File: src/rtl/uart_loopback_buffer.sv
// uart_loopback_buffer: FIFO between the UART RX and TX byte streams.
// Drains in plain echo, ASCII case-swap echo, or line-buffered mode.
// Dropped words are pulsed on overflow and tallied in a saturating counter.
module uart_loopback_buffer #(
   parameter int DATA_WIDTH = 8,
   parameter int DEPTH      = 16,
   parameter int OVF_CNT_W  = 8
) (
   input  logic                         clk,
   input  logic                         rst,
   input  logic [1:0]                   mode,
   input  logic                         rx_valid,
   input  logic [DATA_WIDTH-1:0]        rx_data,
   output logic                         tx_valid,
   output logic [DATA_WIDTH-1:0]        tx_data,
   input  logic                         tx_ready,
   output logic [$clog2(DEPTH+1)-1:0]   fifo_count,
   output logic                         overflow,
   output logic [OVF_CNT_W-1:0]         overflow_cnt
);

   localparam int AW = $clog2(DEPTH);
   localparam int CW = $clog2(DEPTH+1);
   localparam logic [CW-1:0] FULL = CW'(DEPTH);

   localparam logic [1:0] MODE_ECHO = 2'd0;
   localparam logic [1:0] MODE_LINE = 2'd1;
   localparam logic [1:0] MODE_SWAP = 2'd2;

   typedef enum logic {FILL, DRAIN} state_e;

   // Line feed detection looks at the low byte; narrower words compare whole.
   function automatic logic is_lf(input logic [DATA_WIDTH-1:0] w);
      return (w & DATA_WIDTH'(8'hFF)) == DATA_WIDTH'(8'h0A);
   endfunction

   // Case swap only exists for byte-wide streams; everything else passes through.
   function automatic logic [DATA_WIDTH-1:0] xform(input logic [DATA_WIDTH-1:0] w,
                                                   input logic [1:0] am);
      logic [DATA_WIDTH-1:0] r;
      logic                  alpha;
      r     = w;
      alpha = ((w >= DATA_WIDTH'(8'h41)) && (w <= DATA_WIDTH'(8'h5A))) ||
              ((w >= DATA_WIDTH'(8'h61)) && (w <= DATA_WIDTH'(8'h7A)));
      if ((DATA_WIDTH == 8) && (am == MODE_SWAP) && alpha)
         r = w ^ DATA_WIDTH'(8'h20);
      return r;
   endfunction

   logic [DATA_WIDTH-1:0] mem_q [DEPTH];
   logic [AW-1:0]         rd_ptr_q, rd_ptr_d;
   logic [AW-1:0]         wr_ptr_q, wr_ptr_d;
   logic [CW-1:0]         count_q, count_d;
   logic [CW-1:0]         lf_pending_q, lf_pending_d;
   logic [CW-1:0]         drain_cnt_q, drain_cnt_d;
   logic [1:0]            act_mode_q, act_mode_d;
   logic                  overflow_q, overflow_d;
   logic [OVF_CNT_W-1:0]  overflow_cnt_q, overflow_cnt_d;
   state_e                state_q, state_d;

   logic                  push;
   logic                  pop;
   logic                  drop;
   logic [DATA_WIDTH-1:0] head;

   assign head = mem_q[rd_ptr_q];

   // FIFO bookkeeping, mode capture and overflow accounting.
   always_comb begin
      pop  = tx_valid && tx_ready;
      push = rx_valid && ((count_q != FULL) || pop);
      drop = rx_valid && (count_q == FULL) && !pop;

      rd_ptr_d     = pop  ? rd_ptr_q + AW'(1) : rd_ptr_q;
      wr_ptr_d     = push ? wr_ptr_q + AW'(1) : wr_ptr_q;
      count_d      = count_q + CW'(push) - CW'(pop);
      lf_pending_d = lf_pending_q + CW'(push && is_lf(rx_data)) - CW'(pop && is_lf(head));

      act_mode_d = act_mode_q;
      if ((count_q == '0) && !push)
         act_mode_d = (mode == 2'd3) ? MODE_ECHO : mode;

      overflow_d     = drop;
      overflow_cnt_d = overflow_cnt_q;
      if (drop && (overflow_cnt_q != '1))
         overflow_cnt_d = overflow_cnt_q + OVF_CNT_W'(1);
   end

   // Line-mode sequencing: hold words until a line feed or a full FIFO, then drain that many.
   always_comb begin
      state_d     = state_q;
      drain_cnt_d = drain_cnt_q;
      if (act_mode_q != MODE_LINE) begin
         state_d     = FILL;
         drain_cnt_d = '0;
      end else begin
         case (state_q)
            FILL: begin
               if ((push && is_lf(rx_data)) || (lf_pending_q != '0) || (count_d == FULL)) begin
                  state_d     = DRAIN;
                  drain_cnt_d = count_d;
               end
            end
            DRAIN: begin
               drain_cnt_d = drain_cnt_q - CW'(pop);
               if (drain_cnt_d == '0)
                  state_d = FILL;
            end
            default: state_d = FILL;
         endcase
      end
   end

   // Transmit side: echo modes show any queued word, line mode only while draining.
   always_comb begin
      tx_valid = 1'b0;
      if (act_mode_q == MODE_LINE)
         tx_valid = (state_q == DRAIN) && (drain_cnt_q != '0);
      else
         tx_valid = (count_q != '0);
      tx_data = xform(head, act_mode_q);
   end

   // Line-mode state register.
   always_ff @(posedge clk) begin
      if (rst)
         state_q <= FILL;
      else
         state_q <= state_d;
   end

   // Datapath registers.
   always_ff @(posedge clk) begin
      if (rst) begin
         rd_ptr_q       <= '0;
         wr_ptr_q       <= '0;
         count_q        <= '0;
         lf_pending_q   <= '0;
         drain_cnt_q    <= '0;
         act_mode_q     <= MODE_ECHO;
         overflow_q     <= 1'b0;
         overflow_cnt_q <= '0;
      end else begin
         rd_ptr_q       <= rd_ptr_d;
         wr_ptr_q       <= wr_ptr_d;
         count_q        <= count_d;
         lf_pending_q   <= lf_pending_d;
         drain_cnt_q    <= drain_cnt_d;
         act_mode_q     <= act_mode_d;
         overflow_q     <= overflow_d;
         overflow_cnt_q <= overflow_cnt_d;
      end
   end

   // Storage array; contents are not cleared by reset, only the pointers are.
   always_ff @(posedge clk) begin
      if (push && !rst)
         mem_q[wr_ptr_q] <= rx_data;
   end

   assign fifo_count   = count_q;
   assign overflow     = overflow_q;
   assign overflow_cnt = overflow_cnt_q;

endmodule

File: config.mk
export PLATFORM = sky130hd
export DESIGN_NAME = uart_loopback_buffer
export DESIGN_NICKNAME = d
export VERILOG_FILES = /design/src/rtl/uart_loopback_buffer.sv
export SDC_FILE = /design/constraint.sdc
export NUM_CORES = 1
export LEC_CHECK = 0
export ABC_AREA = 0
export ABC_CLOCK_PERIOD_IN_PS = 12300
export CORE_UTILIZATION = 60
export CTS_CLUSTER_DIAMETER = 30
export DETAILED_ROUTE_END_ITERATION = 10
export GPL_ROUTABILITY_DRIVEN = 1
export PLACE_DENSITY = 0.8
export SETUP_SLACK_MARGIN = 0.5
export SYNTH_ARGS = -nofsm -noshare
export SYNTH_HDL_FRONTEND = slang
export SYNTH_SLANG_ARGS = --single-unit
File: constraint.sdc
create_clock -name clk -period 12.3 [get_ports clk]
set_input_delay 3.69 -clock clk [delete_from_list [all_inputs] [get_ports clk]]
set_output_delay 3.69 -clock clk [all_outputs]
set_load 0.02 [all_outputs]
# ---- Word-level counts from Yosys, hierarchy flattened
# Memory sizes are Yosys's and may differ from the RTL's. A register that Yosys moved wholly into a read port is not among the register bits.
# Cells that the tools add are included.
dict set report totals {
  memories 1
  wordCells 73
  input_bits 14
  register_bits 35
  mem_bits_rw 128
  output_inout_bits 23
}
# memory depth width read_ports rd_ports_with_merged_regs write_ports line
set memory_table {}
lappend memory_table {mem_q 16 8 1 1 1 50} ;# logic [DATA_WIDTH-1:0] mem_q [DEPTH];
dict set report classes {
  reduce_logical 26
  n_eq_ne 11
  mux 12
  order_cmp 4
  add_sub_neg 8
  bitwise 2
}
# op n
set ops {}
lappend ops {{$eq A8 B4 Y1 const B} 2}
lappend ops {{$ge A8 B7 Y1 const B} 2}
lappend ops {{$le A8 B7 Y1 const B} 2}
lappend ops {{$reduce_bool A5 Y1} 3}
lappend ops {{$sub A5 B1 Y5} 3}
lappend ops {{$logic_and A1 B1 Y1} 13}
lappend ops {{$add A5 B1 Y5} 2}
lappend ops {{$eq A5 B5 Y1 const B} 2}
lappend ops {{$logic_not A5 Y1} 2}
lappend ops {{$pmux W5 S2} 1}
lappend ops {{$add A4 B1 Y4 const B} 2}
lappend ops {{$add A8 B1 Y8 const B} 1}
lappend ops {{$mux W4} 2}
lappend ops {{$ne A8 B8 Y1 const B} 1}
lappend ops {{$mux W6} 1}
lappend ops {{$mux W1} 5}
lappend ops {{$mux W5} 1}
lappend ops {{$ne A5 B5 Y1 const B} 1}
lappend ops {{$eq A2 B2 Y1 const B} 2}
lappend ops {{$logic_or A1 B1 Y1} 4}
lappend ops {{$logic_not A1 Y1} 3}
lappend ops {{$eq A2 B1 Y1 const B} 1}
lappend ops {{$mux W2} 1}
lappend ops {{$ne A2 B1 Y1 const B} 1}
lappend ops {{4 further kinds} 5}

# ---- Logic depth before layout (Yosys ltp)
dict set report logic_depth {
  word_depth 12
  depth_mapped 17
  mapped_depth_nobuf 17
}

# ---- Worst setup path after synthesis
# Ideal clock, no wire load.
dict set report synth_path {
  path_type {input to register}
  from {input port tx_ready}
  to {register drain_cnt_q[0]}
  t_required_ps 12185
  n_path_buf 0
  setup_ps 115
  arrival_ps 6334
  slack_ps 5851
  stages 13
  cell_sequence {o211ai_2 > or2_2 > o21ai_0 > ha_1 > inv_1 > fa_1 > nand2b_1 > a21oi_1 > nor3_1 > o2111a_1 > a211oi_2 > mux2_2 > o21a_1}
}
dict set report synth_via {
  elab_chain_len 8
  word_cells_on_any_way 13
  classes_between {add/sub (3); eq/ne (2); mux (2); reduce/logical (6)}
}
# element line
set synth_lines {}
lappend synth_lines {{start: declaration} 16} ;# input logic tx_ready,
lappend synth_lines {{$logic_and A1 B1 Y1 (*)} 70} ;# pop = tx_valid && tx_ready;
lappend synth_lines {{$logic_or A1 B1 Y1} 71} ;# push = rx_valid && ((count_q != FULL) || pop);
lappend synth_lines {{$logic_and A1 B1 Y1} 71}
lappend synth_lines {{$add A5 B1 Y5} 76} ;# count_d = count_q + CW'(push) - CW'(pop);
lappend synth_lines {{$sub A5 B1 Y5} 76}
lappend synth_lines {{$eq A5 B5 Y1} 99} ;# if ((push && is_lf(rx_data)) || (lf_pending_q != '0) || (count_d == FULL)) begin
lappend synth_lines {{$logic_or A1 B1 Y1} 99}
lappend synth_lines {{$ne A2 B2 Y1 (no line)} n/a}
lappend synth_lines {{end signal: assignment} 148} ;# drain_cnt_q <= drain_cnt_d;
lappend synth_lines {{end: declaration} 55} ;# logic [CW-1:0] drain_cnt_q, drain_cnt_d;
# Every way passes the cells marked *; elsewhere a longest branch is shown, timed or not. The select of a mux whose other input is x is not followed.
# A chain may end at the register's enable or synchronous reset.

==> impl_metrics.env <==
export IMPL_ys_seq_elements=167
export IMPL_port_buffers=36
export IMPL_drv_cap=0
export IMPL_holdWs_ns=0.5056
export IMPL_layout_setup_ws_ns=4.514
export IMPL_period_share_pct=63.30
export IMPL_crit_required_ns=8.61
export IMPL_insertion_delay_ns=0.43
export IMPL_clockBufferDepth=2
export IMPL_yosys_warnings=0
export IMPL_grt_max_degree=36
export IMPL_holdCritPathClass="flop to flop"
export IMPL_drtPass1Iterations=7
export IMPL_layout_min_cycle_time_ns=7.786
export IMPL_die_y_um=110.7
export IMPL_relSlewSlack_pct=26.97
export IMPL_critical_path_startpoint_type="flop"
export IMPL_skew_ns=0.01097
export IMPL_cts_clk_slew_worst_paths_ns=0.06
export IMPL_synth_cell_types=55
export IMPL_worstSetupPathType="flop to output pin"
export IMPL_preCtsSetupSlack_ns=4.868
export IMPL_syn_nets=493
export IMPL_grt_util_all_layers_pct=24.81
export IMPL_setup_tns_ns=0
export IMPL_fmax_mhz=128.4
export IMPL_syn_area_um2=7086
export IMPL_cts_sinks=167
export IMPL_hold_buffers=0
export IMPL_antenna_found_initial=0
export IMPL_synth_seq_area_share_pct=65.27
export IMPL_post_drt_via_cell_ratio=6.182
export IMPL_die_area_um2=12250
export IMPL_rsz0062_at_grt="false"
export IMPL_critPathArrivalTime_ns=4.10
export IMPL_place_hpwl_mm=8.942
export IMPL_die_w_um=110.7
export IMPL_syn_to_final_growth_pct=15.20
export IMPL_drive_above_1_share_pct=14.45
export IMPL_grt_overflow=0
export IMPL_maxSlewViolCount=0
export IMPL_fill_cells=714
export IMPL_power_total_mw=1.629
export IMPL_syn_instance_count=458
export IMPL_postCtsSetupRepairBufs=0
export IMPL_endpoint_kind="output pin"
export IMPL_final_antenna_net_count=0
export IMPL_path_max_fanout=32
export IMPL_yosys_most_used_dff="edfxtp_1"
export IMPL_synth_edf_count=128
export IMPL_hold_viol=0
export IMPL_io_pins=37
export IMPL_placementRows=39
export IMPL_wirelength_mm=14.01
export IMPL_drt_iter0_drc=435
export IMPL_cts_htree_levels=4
export IMPL_drc=0
export IMPL_cts_root_buf="clkbuf_16"
export IMPL_setup_viol=0
export IMPL_status="completed"
export IMPL_grt_pass1_vias=4231
export IMPL_start_util_pct=61.79
export IMPL_gp_congestion=0.7844
export IMPL_cts_tree="yes"
export IMPL_worst_slew_pin_slew_ns=1.096
export IMPL_syn_avg_cell_area_um2=15.47
export IMPL_p_leak_nw=2.686
export IMPL_power_density_nw_per_um2=199.5
export IMPL_utilization_pct=71.18
export IMPL_numCtsBuffers=17
export IMPL_ir_drop_mv=0.1526
export IMPL_num_antenna_cells=0
export IMPL_vias=4049
export IMPL_nets=534
export IMPL_wl_per_cell_um=21.39
export IMPL_grt_pass1_wl_mm=22.29
export IMPL_core_um2=11470
export IMPL_cts_resized=0
export IMPL_async_flop_share_pct=0
kinds of logic after synthesis:
logic type / Yosys count / share of synthesized area, %
flip-flops: 167 / 65.27
AND/OR/NAND/NOR: 122 / 8.812
AO/OA/AOI/OAI: 56 / 5.350
multiplexers: 39 / 11.94
buffers and inverters: 35 / 2.490
adder cells (fa/ha/maj): 21 / 3.920
XOR/XNOR: 18 / 2.225
layer usage:
metal	vias to the layer above	global-route usage [%]	routed length (µm)
met2	167	40.12	7058
met1	2013	30.36	5624
li1	1835	-	-
met3	34	6.342	874
met4	0	14.58	456
met5	-	0	0
layout make-up:
class | count | area, µm² | area share [%]
repair buffers | 38 | 375.4 | 4.598
clock buffers | 21 | 480.5 | 5.886
multi-input cells | 256 | 2285 | 27.99
flip-flops and latches | 167 | 4626 | 56.67
inverters | 19 | 71.32 | 0.8737
clock inverters | 11 | 146.4 | 1.793
well taps | 143 | 178.9 | 2.192
through the flow:
step / instances / cell area [µm²]
2_1_floorplan: 458 / 7086
3_3_place_gp: 623 / 7536
3_5_place_dp: 623 / 7536
4_1_cts: 655 / 8163
5_1_grt: 655 / 8163
6_report: 655 / 8163
report_power, final:
part	internal [mW]	total [mW]	switching (mW)
Sequential	0.630	0.675	0.0447
Combinational	0.200	0.403	0.204
Clock	0.341	0.551	0.210
Total	1.17	1.63	0.458
sequential cells by signal (all words and copies together), names as in the netlist, named ones only:
register	cells
overflow	1
wr_ptr_q	4
rd_ptr_q	4
mem_q	128
lf_pending_q	5
overflow_cnt	8
act_mode_q	2
state_q	1
drain_cnt_q	5
fifo_count	5
synthesized netlist by cell type, types with 4 or more instances:
library cell,instances,share of area [%]
a21oi_1,17,1.2
a22oi_1,10,1.1
clkbuf_1,8,0.42
dfxtp_1,39,11
edfxtp_1,128,54
ha_1,19,3.4
inv_1,19,1.0
mux4_1,7,2.6
mux4_2,27,8.6
nand2_1,20,1.1
nand2b_1,6,0.53
nand3_1,8,0.57
nand3b_1,4,0.42
nor2_1,42,2.2
nor2b_1,9,0.79
nor3_1,5,0.35
o21ai_0,9,0.64
or3_1,11,0.97
xnor2_1,9,1.1
xor2_1,9,1.1
final timing paths:
check / start / end / slack (ns) / cells after the start
hold / removal: rd_ptr_q[1]$_SDFFE_PP0N_ / flop / 0.51 / 2
hold reg to reg: rd_ptr_q[1]$_SDFFE_PP0N_ / flop / 0.51 / 2
setup / recovery: flop / tx_data[5] / 4.51 / 8
setup reg to reg: flop / lf_pending_q[4]$_SDFF_PP0_ / 7.54 / 13
critical path, cell delays in order, from the launching register on:
cell and delay [ns]:
dfxtp_2 1.05, mux4_1 0.67, a22oi_1 0.26, nand2_1 0.13, or3_1 0.44, nor3_2 0.16, a311oi_2 0.06, xor2_1 0.21
clkdlybuf4s50_1 0.66
layout by cell type (no fill, tap or decap), types with 3 or more instances in the layout:
master / Yosys / layout
nand4_1: 3 / 3
o21ai_0: 9 / 9
xnor2_1: 9 / 9
edfxtp_1: 128 / 128
mux4_1: 7 / 7
clkbuf_16: 0 / 17
clkinv_2: 0 / 3
inv_1: 19 / 19
nand3b_1: 4 / 4
mux4_2: 27 / 27
clkbuf_8: 0 / 4
dfxtp_1: 39 / 38
nand2b_1: 6 / 6
nor2_1: 42 / 42
clkinv_4: 0 / 3
o21a_1: 3 / 3
bufinv_16: 0 / 3
ha_1: 19 / 19
a22oi_1: 10 / 10
a21oi_1: 17 / 17
a31oi_1: 3 / 3
nor2b_1: 9 / 9
clkdlybuf4s50_1: 0 / 36
a21o_1: 3 / 3
xor2_1: 9 / 9
nand2_1: 20 / 20
or3_1: 11 / 11
nor3_1: 5 / 5
nand3_1: 8 / 8
Note: power is estimated with default switching activity, not from simulation.
